`src/rtl/axi4_lite_reg_slave_if.sv`:
```
// AXI4-Lite bus bundle for the register slave: AW, W, B, AR and R channels.
interface axi4_lite_reg_slave_if #(
  parameter int unsigned DATA_WIDTH = 32
);
  localparam int unsigned ADDR_WIDTH = (DATA_WIDTH == 32) ? 32 : 64;
  localparam int unsigned STRB_WIDTH = DATA_WIDTH / 8;

  logic [ADDR_WIDTH-1:0] awaddr;
  logic                  awvalid;
  logic [2:0]            awprot;
  logic                  awready;
  logic [DATA_WIDTH-1:0] wdata;
  logic [STRB_WIDTH-1:0] wstrb;
  logic                  wvalid;
  logic                  wready;
  logic [1:0]            bresp;
  logic                  bvalid;
  logic                  bready;
  logic [ADDR_WIDTH-1:0] araddr;
  logic                  arvalid;
  logic [2:0]            arprot;
  logic                  arready;
  logic [DATA_WIDTH-1:0] rdata;
  logic [1:0]            rresp;
  logic                  rvalid;
  logic                  rready;

  modport master (
    output awaddr, awvalid, awprot, wdata, wstrb, wvalid, bready,
    output araddr, arvalid, arprot, rready,
    input  awready, wready, bresp, bvalid, arready, rdata, rresp, rvalid
  );

  modport slave (
    input  awaddr, awvalid, awprot, wdata, wstrb, wvalid, bready,
    input  araddr, arvalid, arprot, rready,
    output awready, wready, bresp, bvalid, arready, rdata, rresp, rvalid
  );
endinterface

```
`src/rtl/axi4_lite_reg_slave.sv`:
```
// AXI4-Lite slave exposing NUM_REGS byte-strobed read/write registers.
// AW and W are buffered independently; the write commits once both are held.
module axi4_lite_reg_slave #(
  parameter int unsigned DATA_WIDTH = 32,
  parameter int unsigned NUM_REGS   = 16
) (
  input  logic                           aclk,
  input  logic                           areset,
  axi4_lite_reg_slave_if.slave           bus,
  output logic [NUM_REGS*DATA_WIDTH-1:0] regs_q
);
  localparam int unsigned ADDR_WIDTH = (DATA_WIDTH == 32) ? 32 : 64;
  localparam int unsigned STRB_WIDTH = DATA_WIDTH / 8;
  localparam int unsigned OFS        = $clog2(STRB_WIDTH);
  localparam int unsigned IDX        = $clog2(NUM_REGS);
  localparam logic [1:0]  RESP_OKAY   = 2'b00;
  localparam logic [1:0]  RESP_SLVERR = 2'b10;

  if (DATA_WIDTH != 32 && DATA_WIDTH != 64) begin : g_bad_data_width
    $error("axi4_lite_reg_slave: DATA_WIDTH must be 32 or 64");
  end
  if (NUM_REGS < 2 || (NUM_REGS & (NUM_REGS - 1)) != 0) begin : g_bad_num_regs
    $error("axi4_lite_reg_slave: NUM_REGS must be a power of two >= 2");
  end

  logic [DATA_WIDTH-1:0] regs [NUM_REGS];

  logic                  aw_full;
  logic [ADDR_WIDTH-1:0] aw_addr_q;
  logic                  w_full;
  logic [DATA_WIDTH-1:0] w_data_q;
  logic [STRB_WIDTH-1:0] w_strb_q;
  logic                  bvalid_q;
  logic [1:0]            bresp_q;
  logic                  rvalid_q;
  logic [1:0]            rresp_q;
  logic [DATA_WIDTH-1:0] rdata_q;

  logic [IDX-1:0] widx;
  logic [IDX-1:0] ridx;

  function automatic logic in_range(input logic [ADDR_WIDTH-1:0] a);
    return (a >> (OFS + IDX)) == '0;
  endfunction

  assign widx = aw_addr_q[OFS+IDX-1:OFS];
  assign ridx = bus.araddr[OFS+IDX-1:OFS];

  assign bus.awready = !aw_full && !bvalid_q;
  assign bus.wready  = !w_full && !bvalid_q;
  assign bus.bvalid  = bvalid_q;
  assign bus.bresp   = bresp_q;
  assign bus.arready = !rvalid_q;
  assign bus.rvalid  = rvalid_q;
  assign bus.rresp   = rresp_q;
  assign bus.rdata   = rdata_q;

  // Protection bits and sub-word address bits carry no meaning here.
  logic unused_bits;
  assign unused_bits = ^{bus.awprot, bus.arprot, aw_addr_q[OFS-1:0], bus.araddr[OFS-1:0]};

  // Write path: buffer AW/W, commit when both held, then present B until accepted.
  always_ff @(posedge aclk) begin
    if (areset) begin
      aw_full  <= 1'b0;
      w_full   <= 1'b0;
      bvalid_q <= 1'b0;
      bresp_q  <= RESP_OKAY;
      for (int unsigned i = 0; i < NUM_REGS; i++) regs[i] <= '0;
    end else begin
      if (bvalid_q && bus.bready) bvalid_q <= 1'b0;
      if (aw_full && w_full) begin
        aw_full  <= 1'b0;
        w_full   <= 1'b0;
        bvalid_q <= 1'b1;
        if (in_range(aw_addr_q)) begin
          bresp_q <= RESP_OKAY;
          for (int unsigned k = 0; k < STRB_WIDTH; k++)
            if (w_strb_q[k]) regs[widx][k*8 +: 8] <= w_data_q[k*8 +: 8];
        end else begin
          bresp_q <= RESP_SLVERR;
        end
      end else begin
        if (bus.awvalid && bus.awready) begin
          aw_full   <= 1'b1;
          aw_addr_q <= bus.awaddr;
        end
        if (bus.wvalid && bus.wready) begin
          w_full   <= 1'b1;
          w_data_q <= bus.wdata;
          w_strb_q <= bus.wstrb;
        end
      end
    end
  end

  // Read path: capture register on AR handshake, hold R until accepted.
  always_ff @(posedge aclk) begin
    if (areset) begin
      rvalid_q <= 1'b0;
      rresp_q  <= RESP_OKAY;
      rdata_q  <= '0;
    end else if (bus.arvalid && bus.arready) begin
      rvalid_q <= 1'b1;
      if (in_range(bus.araddr)) begin
        rdata_q <= regs[ridx];
        rresp_q <= RESP_OKAY;
      end else begin
        rdata_q <= '0;
        rresp_q <= RESP_SLVERR;
      end
    end else if (rvalid_q && bus.rready) begin
      rvalid_q <= 1'b0;
    end
  end

  // Flatten the register file onto the observation port.
  always_comb begin
    regs_q = '0;
    for (int unsigned i = 0; i < NUM_REGS; i++)
      regs_q[i*DATA_WIDTH +: DATA_WIDTH] = regs[i];
  end
endmodule

```
`src/flat_wrapper.sv`:
```
// flat-port wrapper written by rule: the top's interface ports become plain ports
module axi4_lite_reg_slave_flat 
#(
  parameter int unsigned DATA_WIDTH = 32,
  parameter int unsigned NUM_REGS   = 16
)
  (aclk, areset, regs_q, bus_awaddr, bus_awvalid, bus_awprot, bus_wdata, bus_wstrb, bus_wvalid, bus_bready, bus_araddr, bus_arvalid, bus_arprot, bus_rready, bus_awready, bus_wready, bus_bresp, bus_bvalid, bus_arready, bus_rdata, bus_rresp, bus_rvalid);
  axi4_lite_reg_slave_if #(.DATA_WIDTH(DATA_WIDTH)) bus_i ();
  input  logic aclk;
  input  logic areset;
  output logic [NUM_REGS*DATA_WIDTH-1:0] regs_q;
  input wire logic [$bits(bus_i.awaddr)-1:0] bus_awaddr;
  input wire logic [$bits(bus_i.awvalid)-1:0] bus_awvalid;
  input wire logic [$bits(bus_i.awprot)-1:0] bus_awprot;
  input wire logic [$bits(bus_i.wdata)-1:0] bus_wdata;
  input wire logic [$bits(bus_i.wstrb)-1:0] bus_wstrb;
  input wire logic [$bits(bus_i.wvalid)-1:0] bus_wvalid;
  input wire logic [$bits(bus_i.bready)-1:0] bus_bready;
  input wire logic [$bits(bus_i.araddr)-1:0] bus_araddr;
  input wire logic [$bits(bus_i.arvalid)-1:0] bus_arvalid;
  input wire logic [$bits(bus_i.arprot)-1:0] bus_arprot;
  input wire logic [$bits(bus_i.rready)-1:0] bus_rready;
  output wire logic [$bits(bus_i.awready)-1:0] bus_awready;
  output wire logic [$bits(bus_i.wready)-1:0] bus_wready;
  output wire logic [$bits(bus_i.bresp)-1:0] bus_bresp;
  output wire logic [$bits(bus_i.bvalid)-1:0] bus_bvalid;
  output wire logic [$bits(bus_i.arready)-1:0] bus_arready;
  output wire logic [$bits(bus_i.rdata)-1:0] bus_rdata;
  output wire logic [$bits(bus_i.rresp)-1:0] bus_rresp;
  output wire logic [$bits(bus_i.rvalid)-1:0] bus_rvalid;
  assign bus_i.awaddr = bus_awaddr;
  assign bus_i.awvalid = bus_awvalid;
  assign bus_i.awprot = bus_awprot;
  assign bus_i.wdata = bus_wdata;
  assign bus_i.wstrb = bus_wstrb;
  assign bus_i.wvalid = bus_wvalid;
  assign bus_i.bready = bus_bready;
  assign bus_i.araddr = bus_araddr;
  assign bus_i.arvalid = bus_arvalid;
  assign bus_i.arprot = bus_arprot;
  assign bus_i.rready = bus_rready;
  assign bus_awready = bus_i.awready;
  assign bus_wready = bus_i.wready;
  assign bus_bresp = bus_i.bresp;
  assign bus_bvalid = bus_i.bvalid;
  assign bus_arready = bus_i.arready;
  assign bus_rdata = bus_i.rdata;
  assign bus_rresp = bus_i.rresp;
  assign bus_rvalid = bus_i.rvalid;
  axi4_lite_reg_slave #(.DATA_WIDTH(DATA_WIDTH), .NUM_REGS(NUM_REGS)) u_core (.aclk(aclk), .areset(areset), .bus(bus_i), .regs_q(regs_q));
endmodule
```
`config.mk`:
```
export PLATFORM = sky130hd
export DESIGN_NAME = axi4_lite_reg_slave_flat
export DESIGN_NICKNAME = d
export VERILOG_FILES = /design/src/rtl/axi4_lite_reg_slave_if.sv /design/src/rtl/axi4_lite_reg_slave.sv /design/src/flat_wrapper.sv
export SDC_FILE = /design/constraint.sdc
export NUM_CORES = 1
export LEC_CHECK = 0
export BUFFER_PORTS_ARGS = -buffer_cell sky130_fd_sc_hd__clkbuf_2
export CAP_MARGIN = 20
export CORE_AREA = 2 2 261 263
export DETAILED_ROUTE_END_ITERATION = 16
export DIE_AREA = 0 0 263 265
export GPL_ROUTABILITY_DRIVEN = 0
export PLACE_DENSITY = 0.69
export SETUP_SLACK_MARGIN = 0.02
export SLEW_MARGIN = 15
export SYNTH_ARGS = -nofsm -noshare
export SYNTH_HDL_FRONTEND = slang
export SYNTH_SLANG_ARGS = --single-unit
```
`constraint.sdc`:
```
create_clock -name aclk -period 7.4 [get_ports aclk]
set_input_delay 1.48 -clock aclk [delete_from_list [all_inputs] [get_ports aclk]]
set_output_delay 1.48 -clock aclk [all_outputs]
set_load 0.02 [all_outputs]
```
## After elaboration in Yosys (flattened, before gate mapping)

Memory sizes are Yosys's and may differ from the RTL's.
Cells that the tools add are included.

| storage, ports and cells | value |
|---|---|
| memories | 1 |
| ROM bits | 0 |
| bits of input ports | 113 |
| bits in latches | 0 |
| RAM bits | 512 |
| flip-flop bits (word level) | 108 |
| logic and storage cells | 65 |
| output and inout bits | 553 |

Memory list:

| memory | depth | width | read ports | clocked after memory_dff | wr ports | RTL line | source |
|---|---|---|---|---|---|---|---|
| u_core.regs | 16 | 32 | 17 | 0 | 16 | axi4_lite_reg_slave.sv:26 | `logic [DATA_WIDTH-1:0] regs [NUM_REGS];` |

| cells by class | value |
|---|---|
| div/mod/pow operators | 0 |
| add/sub/neg operators | 0 |
| eq/ne operators | 0 |
| $lt $le $gt $ge | 0 |
| mux-type cells | 32 |
| bitwise logic cells | 2 |
| reductions and logical operators | 20 |
| shifts and indexed selects | 0 |
| multipliers | 0 |

Operators by type and width:

| cell | number |
|---|---|
| 32-bit zero test | 2 |
| 32-bit 2-to-1 mux | 2 |
| 32-bit OR reduction | 1 |
| 1-bit 2-to-1 mux | 26 |
| 1-bit logical AND | 8 |
| 4-bit 2-to-1 mux | 2 |
| 3-bit AND reduction | 2 |
| 1-bit zero test | 4 |
| 2-bit 2-to-1 mux | 2 |
| 2-bit nonzero test | 2 |
| 1-bit inverter | 2 |
| 2-bit OR reduction | 1 |

## Longest topological paths before layout

Gate-level depths: netlist of run 1.

| logic depth | value |
|---|---|
| depth in word-level cells | 7 |
| mapped depth | 7 |
| gate-level depth less buffers | 4 |

## Worst setup path before layout of run 1

OpenSTA, ideal clock, no wires.

| timing path | value |
|---|---|
| kind | input -> register |
| from | input port areset |
| to | register u_core.w_data_q[0], enable pin |
| library setup time | 0.532 ns |
| stages on the path | 2 |
| required time | 6.868 ns |
| slack | 1.416 ns |
| data arrival time | 5.451 ns |
| buffers on the path | 1 |
| path through | clkbuf_1 -> nor4b_1 |

| on the way | value |
|---|---|
| longest elaborated chain between the ends | 2 |

RTL lines:

| item | RTL line | source |
|---|---|---|
| start, declared | flat_wrapper.sv:10 | `input logic areset;` |
| 1-bit inverter (no line) | n/a |  |
| 3-bit AND reduction (no line) | n/a |  |
| end signal, assigned | axi4_lite_reg_slave.sv:90 | `w_data_q <= bus.wdata;` |
| end, declared | axi4_lite_reg_slave.sv:31 | `logic [DATA_WIDTH-1:0] w_data_q;` |

No other way between the ends.
A chain may end at the register's enable or synchronous reset.

==> flow_summary.toml, run 1 <==
[outcome]
status = "complete, no violations"

[synth]
synthesis.area_sq_mm = 0.0267
synth_ff_type = "edfxtp_1"
ys_warn_count = 0
seq_area_frac_synth = 0.678
ys_ff_latch = 616
async_flop_share = 0
synthCells = 2022
synth_top_area_frac = 0.649
netlist.top_cell.by_area = "edfxtp_1"
synth_cell_types = 36
synth_edf_count = 578
syn_avg_cell_area_sq_um = 13.2
netlist_top_cells_area = "edfxtp_1 65%, mux2i_1 8.4%, nor2_1 7.5%"

[sta]
setup_viol = 0
slew_violations = 0
tns_ps = 0
max_freq_ghz = 0.290
finClkSkew_ps = 28.7
finalCriticalPeriod_ps = 3450
fin_hold_ws_ps = 508
fin_ws_ps = 3950
hold_violations = 0
fin_crit_sh = 0.466
slew_headroom = 0.217
worstMarginPinSlew_ps = 1170
rsz0062_at_grt = "false"

[routing]
viasPerCell = 5.98
firstDrtPassIters = 7
wl_per_cell_microns = 30.4
routed_wl_mm = 107
drt_iter0_drc = 2432
num_vias = 21000
drc = 0
final_antenna_net_count = 0

[cells_and_area]
postLayoutCellArea_sq_mm = 0.0330
nNetsFinal = 2704
drive_above_1_share = 0.360
area_growth_pct = 23.4

[power]
cellLeakagePower_nw = 12.6
p_total_mw = 8.01
power_density_mw_per_mm2 = 243
ir_worst_vdd_uv = 218

[grt]
overflow = 0
grt_max_degree = 99
grt_pass1_wl_mm = 147
grt_use_total = 0.296
grt_pass1_vias = 20300
antenna_found_initial = 4

[die]
ios = 666
start_util = 0.400
die_width_microns = 263
die_y_microns = 265
die-area_sq_mm = 0.0697
num_rows = 95
core_sq_mm = 0.0668

[placed_design]
preCtsSetupSlack_ps = 3050
place_hpwl_mm = 73.6
placed_area_sq_mm = 0.0307
io_buffers = 653

[worst_setup_path]
crit_required_ps = 7900
critPathMaxFanout = 74
cp-start-kind = "primary input"
crit_type = "in2reg"
worstPathArrival_ps = 3950
endpoint_kind = "flop"

[hold_path]
hold_path.class = "reg2reg"

[clock_network]
cts-root-buf = "clkbuf_16"
clkSinkCount = 616
insertion_delay_ps = 620
cts_buffer_depth = 3
cts-resized-gates = 0
cts_buffers = 67
post-cts-setup-buffers = 0
clk_pin_slew_worst_paths_ps = 60
hold_buffers = 0
htree_num_levels = 3
cts_tree = "built"

[run]
maxCapViolCount = 0
## final timing paths
| kind | to | slack [ps] | start | cells past startpoint |
|---|---|---|---|---|
| setup reg to reg | u_core.regs[3][16] | 3950 | u_core.aw_addr_q[21] | 4 |
| hold / removal | u_core.bus.bresp[1] | 510 | u_core.bus.bresp[1] | 2 |
| setup / recovery | u_core.bus.rdata[17] | 3950 | areset | 7 |
| hold reg to reg | u_core.bus.bresp[1] | 510 | u_core.bus.bresp[1] | 2 |
## state kept, by name, summed over array words and instances (netlist names), 4 cells and up
signal	flops
u_core.w_data_q	32
u_core.aw_addr_q	30
u_core.w_strb_q	4
u_core.regs	512
u_core.bus.rdata	32
## placed cells by master (no fill, tap or decap), types with 4 or more instances in the layout
master / instances
nand3_2: 16
nor3_2: 6
clkbuf_8: 6
buf_6: 4
a31o_2: 64
o21a_1: 32
a221oi_2: 30
nor2_1: 530
nor4_1: 11
clkbuf_2: 650
mux2_2: 32
a22oi_1: 64
nand2_1: 67
clkbuf_1: 16
and2_1: 5
clkbuf_16: 68
nand2b_1: 4
mux2i_1: 224
buf_4: 27
edfxtp_1: 578
buf_16: 4
dfxtp_1: 38
inv_6: 4
o22ai_1: 32
a221oi_1: 66
clkinv_1: 8
clkinv_2: 14
## Yosys cell counts (all sizes together), types with 2 or more instances
master	instances
edfxtp	578
nor2	533
mux2i	224
clkbuf	145
a221oi	96
nand2	68
a22oi	64
a31o	64
buf	46
dfxtp	38
mux2	32
o21a	32
o22ai	32
nand3	16
nor4	12
nor3	8
and2	6
nand2b	6
nor2b	5
nor4b	3
a21oi	2
and3	2
or4	2
## cells by family (layout without fill, tap and decap cells)
| logic type | count (synthesis) | after routing | synth area share |
|---|---|---|---|
| AOI/OAI and AO/OA | 293 | 293 | 0.0951 |
| other | 1 | 3 | 0.000140 |
| muxes | 256 | 256 | 0.0973 |
| buffers and inverters | 192 | 814 | 0.0310 |
| DFF | 616 | 616 | 0.678 |
| and+or+nand+nor | 664 | 664 | 0.0988 |
## per-layer routing
metal  global-route usage  up-vias  share of wire
met2                0.481     1483           0.47
met1                0.384    10600           0.38
met4                0.130        4          0.042
met3               0.0615      266          0.099
met5                    0        -        0.00021
li1                     -     8679              -
## cell type report
type                       instances  area [sq um]
fill                            5862         33800
sequential                       616         18100
multi-input combinational       1215          7980
timing repair buffer             690          3690
clock buffer                      90          1840
tap                              873          1090
clock inverter                    33           282
inverter                           1          3.75
antenna                            1          2.50
## critical path, cell delays in order
cell and delay [ps]:
buf_2 130, buf_4 350, nor2_4 180, buf_4 520, buf_4 650, a221oi_1 290, a221oi_2 240
## through the flow
stage,utilization,std cells
after floorplan,-,2023
after global routing,0.494,3518
after global placement,0.459,3385
final,0.494,3519
after CTS,0.492,3511
after detailed placement,0.460,3388
## power breakdown
| group | total, mW | switching, mW | internal (mW) |
|---|---|---|---|
| registers | 4.01 | 0.0881 | 3.92 |
| clock network | 3.29 | 1.42 | 1.87 |
| logic | 0.707 | 0.493 | 0.213 |
| total | 8.01 | 2.00 | 6.01 |
Note: power is estimated with default switching activity, not from simulation.
==> inputs of run 2 (changes only) <==
Clock period 7.4 ns to 3.5 ns, I/O delays scaled along.
==> run 2 against run 1 <==
Against the previous run:
- die area unchanged
- via count up 1.0%
- routed wire length up 0.65%
- combinational power up 120%
- power up 110%
- critical path depth down 2
- global-route usage up 0.24 points
- utilization up 0.54 points
- non-clock buffer count up 41
- sequential power up 110%
- clock skew up 9.9 ps
==> flow_summary.toml, run 2 (synthesis gave the netlist of run 1 again) <==
[grt]
antenna_found_initial = 2
grt_pass1_vias = 21000
grt_max_degree = 97
grt_pass1_wl_mm = 149
overflow = 0
grt_use_total = 0.298

[worst_setup_path]
critPathMaxFanout = 64
cp-start-kind = "flop"
startpoint = "u_core.aw_addr_q[26]"
crit_type = "reg2reg"
endpoint_kind = "flop"
crit_path_cell_trace = "nor4_1, and3_1, and3_2, buf_12, a31o_2"
slowest_stage = "and3_1"
r2r_start = "u_core.aw_addr_q[26]"
cpPeakStageDelay_ps = 680
worstPathArrival_ps = 3140
crit_required_ps = 3740

[cells_and_area]
layout_commonest_cell = "clkbuf_2"
drive_above_1_share = 0.368
area_growth_pct = 24.8
antenna_cells = 0
final_cell_mix = "650 x clkbuf_2, 578 x edfxtp_1, 530 x nor2_1"
postLayoutCellArea_sq_mm = 0.0334
nNetsFinal = 2746
top_register = "u_core.regs"
largest_reg_flops = 512

[placed_design]
placed_area_sq_mm = 0.0312
io_buffers = 653
place_hpwl_mm = 75.6

[power]
power_density_mw_per_mm2 = 510
clockPowerShare = 0.412
seq_power_share = 0.499
comb_power_share = 0.090
power_switching_mw = 4.29
cellLeakagePower_nw = 12.8
p_int_mw = 12.7
ir_worst_vdd_uv = 424
p_sw_frac = 0.252

[sta]
worstMarginPinSlew_ps = 913
fin_crit_sh = 0.828
finClkSkew_ps = 38.6
tns_ps = 0
slew_headroom = 0.389
rsz0062_at_grt = "false"
setup_viol = 0
finalCriticalPeriod_ps = 2900
max_freq_ghz = 0.345
hold_violations = 0
slew_violations = 0

[routing]
drt_iter0_drc = 2459
viasPerCell = 5.97
num_vias = 21300
final_antenna_net_count = 0
wl_per_cell_microns = 30.2
routed_wl_mm = 108
firstDrtPassIters = 5
drc = 0

[run]
maxCapViolCount = 0

[outcome]
status = "complete, no violations"

[clock_network]
cts_tree = "built"
cts-root-buf = "clkbuf_16"
post-cts-setup-buffers = 0
hold_buffers = 0
htree_num_levels = 3
cts_buffer_depth = 3
clk_pin_slew_worst_paths_ps = 60
insertion_delay_ps = 620
cts-resized-gates = 0
clkSinkCount = 616
cts_buffers = 68

[die]
start_util = 0.400
die-area_sq_mm = 0.0697
die_width_microns = 263
core_sq_mm = 0.0668
die_y_microns = 265
ios = 666
num_rows = 95

[hold_path]
hold_start = "bus_wdata[8]"
hold_path.class = "in2reg"
==> run 2: path summary, 6_finish.rpt <==
path | end | slack (ps) | cells past startpoint
max | u_core.regs[4][14] | 600 | 5
min | u_core.w_data_q[8] | 250 | 1
max reg2reg | u_core.regs[4][14] | 600 | 5
min reg2reg | u_core.bus.rresp[1] | 510 | 2
==> run 2: per-layer routing <==
layer  part of all wire  vias to the layer above  global-route usage
met5            0.00012                        -                   0
met2               0.47                     1632               0.489
met4              0.046                        2               0.131
met1               0.37                    10600               0.379
met3               0.11                      286              0.0699
li1                   -                     8764                   -
==> run 2: critical path: cells and delay by family, from the launching register on <==
kind / cells / cell delay [ps]
AO/OA/AOI/OAI: 1 / 490
AND/OR/NAND/NOR: 3 / 1340
buffers and inverters: 1 / 290
flip-flops: 1 / 370
==> run 2: final cells by class <==
class	count	area [sq um]
Fill cell	5792	33400
Sequential cell	616	18100
Multi-Input combinational cell	1215	7990
Timing Repair Buffer	731	4000
Clock buffer	99	1890
Tap cell	873	1090
Clock inverter	26	269
Inverter	1	3.75
==> run 2: stage by stage <==
step           instances  hold WS [ps]  worst slack [ps]   util  total power, mW
6_report            3561           251               603  0.499             17.0
5_1_grt             3561           234               466  0.499             17.4
4_1_cts             3561           220               565  0.499             17.0
3_5_place_dp        3436           495               384  0.467             10.1
3_3_place_gp        3436           494               465  0.467             10.1
2_1_floorplan       2023           560               106      -             9.44
==> run 2: power by group through the flow <==
stage / logic (mW) / registers, mW / clock network, mW
finish: 1.53 / 8.48 / 7.00
global route: 1.58 / 8.50 / 7.31
CTS: 1.51 / 8.48 / 7.03
detailed placement: 1.51 / 8.63 / 0
global placement: 1.49 / 8.62 / 0
floorplan: 0.609 / 8.83 / 0
